==> src/rtl/vga_pkg.sv <==
// Shared definitions for the VGA pattern generator: pattern mode encodings,
// bounce-box size and helpers that derive raster totals and counter widths.
package vga_pkg;

  typedef enum logic [1:0] {
    MODE_SOLID = 2'd0,
    MODE_BARS  = 2'd1,
    MODE_CHECK = 2'd2,
    MODE_BOX   = 2'd3
  } mode_e;

  localparam int unsigned BOX_SIZE = 32;

  // Total pixels per line (or lines per frame) from the four timing segments.
  function automatic int unsigned vga_total(input int unsigned active,
                                            input int unsigned fp,
                                            input int unsigned sync,
                                            input int unsigned bp);
    return active + fp + sync + bp;
  endfunction

  // Bits needed for a counter running 0..total-1 (at least one bit).
  function automatic int unsigned cnt_width(input int unsigned total);
    return (total > 1) ? $clog2(total) : 1;
  endfunction

endpackage

==> src/rtl/vga_timing.sv <==
// Raster timing core: h/v counters advanced by a pixel clock-enable, plus
// registered sync, data-enable, frame-start and coordinates of the pixel
// just processed. Raw counters and decodes are exported so the pattern stage
// can register its colour on the same edge as the timing outputs.
module vga_timing
  import vga_pkg::*;
#(
  parameter int unsigned H_ACTIVE = 640,
  parameter int unsigned H_FP     = 16,
  parameter int unsigned H_SYNC   = 96,
  parameter int unsigned H_BP     = 48,
  parameter int unsigned V_ACTIVE = 480,
  parameter int unsigned V_FP     = 10,
  parameter int unsigned V_SYNC   = 2,
  parameter int unsigned V_BP     = 33,
  parameter int unsigned HS_POL   = 0,
  parameter int unsigned VS_POL   = 0,
  localparam int unsigned H_TOTAL = vga_total(H_ACTIVE, H_FP, H_SYNC, H_BP),
  localparam int unsigned V_TOTAL = vga_total(V_ACTIVE, V_FP, V_SYNC, V_BP),
  localparam int unsigned HW      = cnt_width(H_TOTAL),
  localparam int unsigned VW      = cnt_width(V_TOTAL)
) (
  input  logic          clk_i,
  input  logic          reset_i,
  input  logic          pix_ce_i,
  output logic [HW-1:0] h_cnt_o,
  output logic [VW-1:0] v_cnt_o,
  output logic          active_o,
  output logic          first_o,
  output logic          line_last_o,
  output logic          hsync_o,
  output logic          vsync_o,
  output logic          de_o,
  output logic          frame_start_o,
  output logic [HW-1:0] x_o,
  output logic [VW-1:0] y_o
);

  localparam logic [HW-1:0] HLast   = HW'(H_TOTAL - 1);
  localparam logic [VW-1:0] VLast   = VW'(V_TOTAL - 1);
  localparam int            HSyncLo = int'(H_ACTIVE + H_FP);
  localparam int            HSyncHi = int'(H_ACTIVE + H_FP + H_SYNC);
  localparam int            VSyncLo = int'(V_ACTIVE + V_FP);
  localparam int            VSyncHi = int'(V_ACTIVE + V_FP + V_SYNC);
  localparam logic          HsOn    = (HS_POL != 0);
  localparam logic          VsOn    = (VS_POL != 0);

  logic [HW-1:0] h_q, h_d, x_q;
  logic [VW-1:0] v_q, v_d, y_q;
  logic          h_last, v_last, h_sync, v_sync, active, first;
  logic          hsync_q, vsync_q, de_q, fs_q;

  assign h_last = (h_q == HLast);
  assign v_last = (v_q == VLast);
  assign h_sync = (int'(h_q) >= HSyncLo) && (int'(h_q) < HSyncHi);
  assign v_sync = (int'(v_q) >= VSyncLo) && (int'(v_q) < VSyncHi);
  assign active = (int'(h_q) < int'(H_ACTIVE)) && (int'(v_q) < int'(V_ACTIVE));
  assign first  = (h_q == '0) && (v_q == '0);

  // Next counter state: v steps on h wrap; the last pixel of the frame wraps both.
  always_comb begin
    h_d = h_q;
    v_d = v_q;
    if (pix_ce_i) begin
      if (h_last) begin
        h_d = '0;
        v_d = v_last ? '0 : v_q + 1'b1;
      end else begin
        h_d = h_q + 1'b1;
      end
    end
  end

  // Counters and output registers; outputs describe the pixel just processed.
  always_ff @(posedge clk_i) begin
    if (reset_i) begin
      h_q     <= '0;
      v_q     <= '0;
      hsync_q <= ~HsOn;
      vsync_q <= ~VsOn;
      de_q    <= 1'b0;
      fs_q    <= 1'b0;
      x_q     <= '0;
      y_q     <= '0;
    end else begin
      h_q <= h_d;
      v_q <= v_d;
      if (pix_ce_i) begin
        hsync_q <= h_sync ? HsOn : ~HsOn;
        vsync_q <= v_sync ? VsOn : ~VsOn;
        de_q    <= active;
        fs_q    <= first;
        x_q     <= h_q;
        y_q     <= v_q;
      end
    end
  end

  assign h_cnt_o       = h_q;
  assign v_cnt_o       = v_q;
  assign active_o      = active;
  assign first_o       = first;
  assign line_last_o   = h_last;
  assign hsync_o       = hsync_q;
  assign vsync_o       = vsync_q;
  assign de_o          = de_q;
  assign frame_start_o = fs_q;
  assign x_o           = x_q;
  assign y_o           = y_q;

endmodule

==> src/rtl/vga_pattern_gen.sv <==
// VGA test-pattern generator: raster timing plus a registered RGB pattern
// stage aligned with sync/de. Patterns: solid white, eight colour bars,
// checkerboard, and (with VGA_BOUNCE_BOX_EN defined) a bouncing white box on
// blue; without the macro mode 3 renders solid white.
module vga_pattern_gen
  import vga_pkg::*;
#(
  parameter int unsigned H_ACTIVE = 640,
  parameter int unsigned H_FP     = 16,
  parameter int unsigned H_SYNC   = 96,
  parameter int unsigned H_BP     = 48,
  parameter int unsigned V_ACTIVE = 480,
  parameter int unsigned V_FP     = 10,
  parameter int unsigned V_SYNC   = 2,
  parameter int unsigned V_BP     = 33,
  parameter int unsigned HS_POL   = 0,
  parameter int unsigned VS_POL   = 0,
  parameter int unsigned COLOR_W  = 4,
  parameter int unsigned CHK_LOG2 = 5,
  localparam int unsigned HW = cnt_width(vga_total(H_ACTIVE, H_FP, H_SYNC, H_BP)),
  localparam int unsigned VW = cnt_width(vga_total(V_ACTIVE, V_FP, V_SYNC, V_BP))
) (
  input  logic               clk,
  input  logic               reset,
  input  logic               pix_ce,
  input  logic [1:0]         mode,
  output logic               hsync,
  output logic               vsync,
  output logic [COLOR_W-1:0] r,
  output logic [COLOR_W-1:0] g,
  output logic [COLOR_W-1:0] b,
  output logic               de,
  output logic               frame_start,
  output logic [HW-1:0]      x,
  output logic [VW-1:0]      y
);

  localparam int unsigned   BarW    = H_ACTIVE / 8;
  localparam int unsigned   BW      = cnt_width(BarW);
  localparam logic [BW-1:0] BarLast = BW'(BarW - 1);

  logic [HW-1:0]      h_cnt;
  logic [VW-1:0]      v_cnt;
  logic               active, first, line_last;
  mode_e              mode_q, mode_eff;
  logic [BW-1:0]      bar_pix_q, bar_pix_d;
  logic [2:0]         bar_idx_q, bar_idx_d;
  logic [COLOR_W-1:0] r_q, g_q, b_q, r_d, g_d, b_d;

  vga_timing #(
    .H_ACTIVE (H_ACTIVE),
    .H_FP     (H_FP),
    .H_SYNC   (H_SYNC),
    .H_BP     (H_BP),
    .V_ACTIVE (V_ACTIVE),
    .V_FP     (V_FP),
    .V_SYNC   (V_SYNC),
    .V_BP     (V_BP),
    .HS_POL   (HS_POL),
    .VS_POL   (VS_POL)
  ) u_timing (
    .clk_i         (clk),
    .reset_i       (reset),
    .pix_ce_i      (pix_ce),
    .h_cnt_o       (h_cnt),
    .v_cnt_o       (v_cnt),
    .active_o      (active),
    .first_o       (first),
    .line_last_o   (line_last),
    .hsync_o       (hsync),
    .vsync_o       (vsync),
    .de_o          (de),
    .frame_start_o (frame_start),
    .x_o           (x),
    .y_o           (y)
  );

  // The (0,0) pixel already uses the freshly sampled mode so a frame never mixes modes.
  assign mode_eff = first ? mode_e'(mode) : mode_q;

  // Frame-locked mode register.
  always_ff @(posedge clk) begin
    if (reset) begin
      mode_q <= MODE_SOLID;
    end else if (pix_ce && first) begin
      mode_q <= mode_e'(mode);
    end
  end

  // Bar position tracks h_cnt: pixel-within-bar and bar index, cleared on line wrap.
  always_comb begin
    bar_pix_d = bar_pix_q;
    bar_idx_d = bar_idx_q;
    if (pix_ce) begin
      if (line_last) begin
        bar_pix_d = '0;
        bar_idx_d = '0;
      end else if (bar_pix_q == BarLast) begin
        bar_pix_d = '0;
        bar_idx_d = bar_idx_q + 1'b1;
      end else begin
        bar_pix_d = bar_pix_q + 1'b1;
      end
    end
  end

  // Bar sub-counter registers.
  always_ff @(posedge clk) begin
    if (reset) begin
      bar_pix_q <= '0;
      bar_idx_q <= '0;
    end else begin
      bar_pix_q <= bar_pix_d;
      bar_idx_q <= bar_idx_d;
    end
  end

`ifdef VGA_BOUNCE_BOX_EN
  localparam logic [HW-1:0] BxMax = HW'(H_ACTIVE - BOX_SIZE);
  localparam logic [VW-1:0] ByMax = VW'(V_ACTIVE - BOX_SIZE);
  localparam logic [VW-1:0] VLast = VW'(vga_total(V_ACTIVE, V_FP, V_SYNC, V_BP) - 1);

  logic [HW-1:0] bx_q, bx_d;
  logic [VW-1:0] by_q, by_d;
  logic          dx_q, dx_d, dy_q, dy_d;  // 1 = moving towards 0
  logic          in_box;

  assign in_box = (int'(h_cnt) >= int'(bx_q)) && (int'(h_cnt) < int'(bx_q) + int'(BOX_SIZE)) &&
                  (int'(v_cnt) >= int'(by_q)) && (int'(v_cnt) < int'(by_q) + int'(BOX_SIZE));

  // Step the box on the last pixel of a frame so each frame draws one position.
  always_comb begin
    bx_d = bx_q;
    by_d = by_q;
    dx_d = dx_q;
    dy_d = dy_q;
    if (pix_ce && line_last && (v_cnt == VLast)) begin
      if (!dx_q) begin
        if (bx_q >= BxMax) begin
          bx_d = bx_q - 1'b1;
          dx_d = 1'b1;
        end else begin
          bx_d = bx_q + 1'b1;
        end
      end else if (bx_q == '0) begin
        bx_d = bx_q + 1'b1;
        dx_d = 1'b0;
      end else begin
        bx_d = bx_q - 1'b1;
      end
      if (!dy_q) begin
        if (by_q >= ByMax) begin
          by_d = by_q - 1'b1;
          dy_d = 1'b1;
        end else begin
          by_d = by_q + 1'b1;
        end
      end else if (by_q == '0) begin
        by_d = by_q + 1'b1;
        dy_d = 1'b0;
      end else begin
        by_d = by_q - 1'b1;
      end
    end
  end

  // Box position and direction registers.
  always_ff @(posedge clk) begin
    if (reset) begin
      bx_q <= '0;
      by_q <= '0;
      dx_q <= 1'b0;
      dy_q <= 1'b0;
    end else begin
      bx_q <= bx_d;
      by_q <= by_d;
      dx_q <= dx_d;
      dy_q <= dy_d;
    end
  end
`endif

  // Pattern colour for the current counter position; blanking outside the active area.
  always_comb begin
    r_d = '0;
    g_d = '0;
    b_d = '0;
    if (active) begin
      unique case (mode_eff)
        MODE_BARS: begin
          r_d = {COLOR_W{bar_idx_q[0]}};
          g_d = {COLOR_W{bar_idx_q[1]}};
          b_d = {COLOR_W{bar_idx_q[2]}};
        end
        MODE_CHECK: begin
          if (h_cnt[CHK_LOG2] ^ v_cnt[CHK_LOG2]) begin
            r_d = '1;
            g_d = '1;
            b_d = '1;
          end
        end
        MODE_BOX: begin
`ifdef VGA_BOUNCE_BOX_EN
          r_d = in_box ? '1 : '0;
          g_d = in_box ? '1 : '0;
          b_d = '1;
`else
          r_d = '1;
          g_d = '1;
          b_d = '1;
`endif
        end
        default: begin
          r_d = '1;
          g_d = '1;
          b_d = '1;
        end
      endcase
    end
  end

  // RGB output registers, loaded on the same enabled edge as the timing outputs.
  always_ff @(posedge clk) begin
    if (reset) begin
      r_q <= '0;
      g_q <= '0;
      b_q <= '0;
    end else if (pix_ce) begin
      r_q <= r_d;
      g_q <= g_d;
      b_q <= b_d;
    end
  end

  assign r = r_q;
  assign g = g_q;
  assign b = b_q;

endmodule

==> config.mk <==
export PLATFORM = sky130hd
export DESIGN_NAME = vga_pattern_gen
export DESIGN_NICKNAME = d
export VERILOG_FILES = /design/src/rtl/vga_pkg.sv /design/src/rtl/vga_timing.sv /design/src/rtl/vga_pattern_gen.sv
export SDC_FILE = /design/constraint.sdc
export NUM_CORES = 1
export LEC_CHECK = 0
export BUFFER_PORTS_ARGS = -buffer_cell sky130_fd_sc_hd__buf_2
export CELL_PAD_IN_SITES_DETAIL_PLACEMENT = 1
export CELL_PAD_IN_SITES_GLOBAL_PLACEMENT = 2
export CORE_ASPECT_RATIO = 2
export CORE_UTILIZATION = 35
export CTS_CLUSTER_DIAMETER = 120
export DETAILED_ROUTE_END_ITERATION = 8
export PLACE_DENSITY = 0.81
export SYNTH_ARGS = -nofsm -noshare
export SYNTH_HDL_FRONTEND = slang
export SYNTH_SLANG_ARGS = --single-unit
==> constraint.sdc <==
create_clock -name clk -period 3.1 [get_ports clk]
set_input_delay 0 -clock clk [delete_from_list [all_inputs] [get_ports clk]]
set_output_delay 0 -clock clk [all_outputs]
set_load 0.1 [all_outputs]
==> tab_implementation.tex <==
\begin{tabular}{lr}
\hline
Metric & Value \\
\hline
\multicolumn{2}{l}{\textbf{STA}} \\
RSZ-0062 raised after global routing & no \\
Remaining max-slew budget at the tightest pin & approximately 66\% \\
Fin Hold WS & around 0.2 ns \\
Finish-stage setup viols & 0 \\
Final hold viol count & 0 \\
Final total negative setup slack & 0 ns \\
Final number of max-transition violations & 0 \\
Fmax achieved & 384 MHz \\
Final critical-path share of the clock period & between 80 and 90\% \\
Setup skew after layout & 0.00536 ns \\
Min Tclk post-route & roughly 2.6 ns \\
Final setup slack of the worst path & 0.499 ns \\
Transition time at the pin with the least slew margin & 0.509 ns \\
\multicolumn{2}{l}{\textbf{Setup path}} \\
Worst path cell trace & inv\_1 > ha\_1 > nor3b\_1 > and4\_1 > and2\_1 > mux2\_4 > ha\_1 > a21oi\_1 > a21o\_1 > a21oi\_1 \\
CP Max Fanout & 5 \\
Worst reg2reg path endpoint & g[2] \\
Slowest stage cell on the critical path & sky130\_fd\_sc\_hd\_\_dfxtp\_1 \\
Data required time at the worst endpoint & about 3.3 ns \\
Crit path launch type & register \\
Endpoint kind of the worst setup timing path & register \\
Launching point of the worst reg2reg path & u\_timing.h\_cnt\_o[0] \\
Worst path top cell family by delay & simple AND/OR/NAND/NOR gates \\
Start-to-end type of the worst setup path & register to register \\
Buffers \& Inverters on Critical Path & 1 \\
Reg-to-reg slack, setup & 0.50 ns \\
Data arrival time of the critical path & $\sim$2.8 ns \\
Delay contributed by the slowest stage of the critical path & between 0.3 and 0.4 ns \\
Depth of the worst register-to-register path & 10 \\
\multicolumn{2}{l}{\textbf{Global routing}} \\
First-pass GRT wire length & 12000 um \\
Tot GR Track Use & a little under a fifth \\
Vias in the first global route & 2448 \\
Initial antenna violation count & 0 \\
Pin count of the biggest net entering global routing & 40 \\
Congestion Overflow GR & 0 \\
\multicolumn{2}{l}{\textbf{Pwr}} \\
Sequential group share of total power & around 41\% \\
IR Drop Worst-Case VDD & around 0.38 mV \\
Switching power summed over all nets & about 0.56 mW \\
Leak & around 1.4 nW \\
Total power of the final layout & roughly 1.9 mW \\
Part of the total power dissipated in the clock network & a little under half \\
Power share of the combinational group & between 10\% and 20\% \\
Design internal power & around 1.4 mW \\
Switching power share of the total & around 29\% \\
Power density over cell area & between 500 and 600 nW/um\^{}2 \\
\multicolumn{2}{l}{\textbf{Hold path}} \\
Hold path start & reset \\
Number of stages on the worst hold path & 3 \\
Terminating pin of the worst hold path & u\_timing.x\_o[7] \\
Hold WC Path Type & primary input to register \\
\multicolumn{2}{l}{\textbf{Flow run}} \\
Reported max-cap violation count & 0 \\
\multicolumn{2}{l}{\textbf{Clocking}} \\
PostCTS Resize Cnt & 0 \\
Worst-skew pair later-pin latency & $\sim$0.33 ns \\
Sinks on the clock net & 59 \\
Clock slew seen by the registers of the worst setup and hold paths & around 0.050 ns \\
CTS tree & built \\
Max Root-Sink Buffers & 2 \\
Post-CTS Repair Setup Buffers & 0 \\
H-tree levels & 3 \\
Clock buffers created by TritonCTS & 9 \\
Root buffer cell & sky130\_fd\_sc\_hd\_\_clkbuf\_16 \\
Count of hold buffers inserted by post-cts repair & 2 \\
\multicolumn{2}{l}{\textbf{Place}} \\
HPWL reported at the end of detailed placement & around 5000 um \\
Number of port buffers & 40 \\
Routability-driven placement congestion ratio & about 0.81 \\
Worst slack at placement & 0.524 ns \\
\multicolumn{2}{l}{\textbf{Cells and area}} \\
Filler Cells Inserted & approximately 990 \\
Area delta synth->final & 14.3\% \\
Final core area utilization & 40.9\% \\
Layout Nets & approximately 360 \\
Sequential cell area in the final layout & between 1000 and 1500 sq um \\
Antenna fix cells & 0 \\
Multi-input gate area & 1530 sq um \\
Layout cell share with drive strength beyond 1 & 20.2\% \\
\multicolumn{2}{l}{\textbf{Route}} \\
Drt initial violations & just over 80 \\
Drt pass-1 iters & 4 \\
Vias per Instance & roughly 5.4 \\
Remaining design rule violation count & 0 \\
Antenna Nets Post-Route & 0 \\
Via count of the routed design & roughly 2400 \\
Average wire per standard cell & between 15 and 20 um \\
Wire length after detailed routing & slightly above 7000 um \\
\multicolumn{2}{l}{\textbf{Synth}} \\
Most common cell in the synthesized netlist & sky130\_fd\_sc\_hd\_\_dfxtp\_1 \\
Number of standard cells after synthesis & 320 \\
Sequential area share after synthesis & about 40\% \\
Most frequent cells after synthesis & 59 x sky130\_fd\_sc\_hd\_\_dfxtp\_1, 40 x sky130\_fd\_sc\_hd\_\_nor2\_1, 23 x sky130\_fd\_sc\_hd\_\_mux2i\_1, 22 x sky130\_fd\_sc\_hd\_\_a21oi\_1, 16 x sky130\_fd\_sc\_hd\_\_nand4\_1 \\
Avg Cell Area, Syn & 9.20 sq um \\
Seq cells post-synth & approximately 60 \\
Count of warnings emitted by yosys & 0 \\
Fraction of post-synthesis cell area in the top cell type by area & around two fifths \\
Number of flops mapped to enable cells by yosys & 0 \\
Leading post-synthesis cells by cell area & sky130\_fd\_sc\_hd\_\_dfxtp\_1 40\%, sky130\_fd\_sc\_hd\_\_mux2i\_1 7.8\%, sky130\_fd\_sc\_hd\_\_nor2\_1 5.1\% \\
Area of the mapped netlist & roughly 3000 sq um \\
Net count after synthesis & 333 \\
Commonest register cell after synthesis & sky130\_fd\_sc\_hd\_\_dfxtp\_1 \\
Share of flip-flops with an asynchronous set or reset after synthesis & 0\% \\
Number of distinct library cell variants in the gate-level netlist after synthesis & 48 \\
Leading area contributor after synthesis & sky130\_fd\_sc\_hd\_\_dfxtp\_1 \\
\multicolumn{2}{l}{\textbf{Floorplan}} \\
Chip width & about 67 um \\
Vertical die dimension & 132 um \\
Starting Density & a little over a third \\
Core Area & 8230 sq um \\
Core Rows & 47 \\
Number of ports placed on the die boundary & around 40 \\
DIE AREA & a little under 9000 sq um \\
\multicolumn{2}{l}{\textbf{Run status}} \\
Run status & finished, final reports clean \\
\hline
\end{tabular}
[how the worst max path moves through the flow]
stage	start	endpoint	slack [ns]	cells after the start
2_1_floorplan	u_timing.h_cnt_o[8]	b[2]	0.80	10
3_3_place_gp	u_timing.h_cnt_o[0]	r[2]	0.59	10
3_5_place_dp	u_timing.h_cnt_o[0]	g[2]	0.52	10
4_1_cts	u_timing.h_cnt_o[0]	g[2]	0.50	10
5_1_grt	u_timing.h_cnt_o[5]	r[2]	0.34	8
6_report	u_timing.h_cnt_o[0]	g[2]	0.50	10
[kinds of logic (layout without fill, tap and decap cells)]
group,Yosys count,in the layout,synth area share [%]
flops,59,59,40.1
xor+xnor,16,16,4.76
mux,25,25,8.84
buf+inv,34,66,7.86
simple gates,134,134,25.7
compound gates,44,44,9.35
fa+ha+maj,8,8,3.40
[power groups by stage]
stage	logic (mW)	registers (mW)	clock network, mW
3_5_place_dp	0.272	0.803	0
6_report	0.273	0.787	0.883
4_1_cts	0.274	0.787	0.912
5_1_grt	0.285	0.789	0.932
2_1_floorplan	0.193	0.857	0
3_3_place_gp	0.269	0.802	0
[layout make-up]
| type | instances | share of cell area, % |
|---|---|---|
| clock buffer | 12 | 7.32 |
| multi-input combinational | 227 | 45.5 |
| inverter | 5 | 0.557 |
| tap | 98 | 3.64 |
| sequential | 59 | 35.1 |
| clock inverter | 3 | 0.446 |
| timing repair buffer | 46 | 7.43 |
[metrics by stage]
step,cells,instance area [sq um]
2_1_floorplan,320,2950
3_3_place_gp,433,3090
3_5_place_dp,433,3090
4_1_cts,450,3370
5_1_grt,450,3370
6_report,450,3370
[metal layers]
metal	global-route usage (%)	wire, um	up-vias
met4	11.8	312	0
met5	0	0	-
met3	4.33	192	21
met2	31.6	3980	38
met1	18.6	2780	1190
li1	-	-	1174
[cell usage in the layout (no fill, tap or decap), types with 2 or more instances in the layout]
master,instances
sky130_fd_sc_hd__nor2_1,40
sky130_fd_sc_hd__o21ai_0,12
sky130_fd_sc_hd__inv_1,5
sky130_fd_sc_hd__ha_1,8
sky130_fd_sc_hd__and4_2,2
sky130_fd_sc_hd__or3_1,2
sky130_fd_sc_hd__a21oi_1,22
sky130_fd_sc_hd__nor4_1,3
sky130_fd_sc_hd__or2_2,2
sky130_fd_sc_hd__and4_1,2
sky130_fd_sc_hd__dfxtp_1,59
sky130_fd_sc_hd__nor3_1,2
sky130_fd_sc_hd__buf_2,40
sky130_fd_sc_hd__a21o_1,3
sky130_fd_sc_hd__and3_1,4
sky130_fd_sc_hd__nor3b_1,2
sky130_fd_sc_hd__mux2i_1,23
sky130_fd_sc_hd__xor2_1,11
sky130_fd_sc_hd__nand2_1,15
sky130_fd_sc_hd__xnor2_1,5
sky130_fd_sc_hd__o31ai_1,2
sky130_fd_sc_hd__nor2b_1,3
sky130_fd_sc_hd__and3_2,2
sky130_fd_sc_hd__nor4b_1,2
sky130_fd_sc_hd__nand2b_1,9
sky130_fd_sc_hd__nand4b_1,5
sky130_fd_sc_hd__clkbuf_16,9
sky130_fd_sc_hd__o31ai_4,2
sky130_fd_sc_hd__nand3_1,12
sky130_fd_sc_hd__buf_4,4
sky130_fd_sc_hd__mux2_4,2
sky130_fd_sc_hd__or4_1,2
sky130_fd_sc_hd__nand4_1,16
sky130_fd_sc_hd__dlygate4sd3_1,2
sky130_fd_sc_hd__and2_1,2
sky130_fd_sc_hd__clkbuf_1,2
sky130_fd_sc_hd__clkinv_2,3
[flip-flops by register name, summed over array words and instances, names as in the netlist, 2 cells and up]
name and flops:
bar_idx_q 3, mode_q 2, u_timing.v_cnt_o 10, u_timing.h_cnt_o 10, u_timing.x_o 10, bar_pix_q 7
u_timing.y_o 10
[tightest hold or removal path, cell delays in order]
cell	delay [ns]
sky130_fd_sc_hd__buf_2	0.09
sky130_fd_sc_hd__buf_4	0.26
sky130_fd_sc_hd__nor2_1	0.13
(Power assumes the default switching activity.)
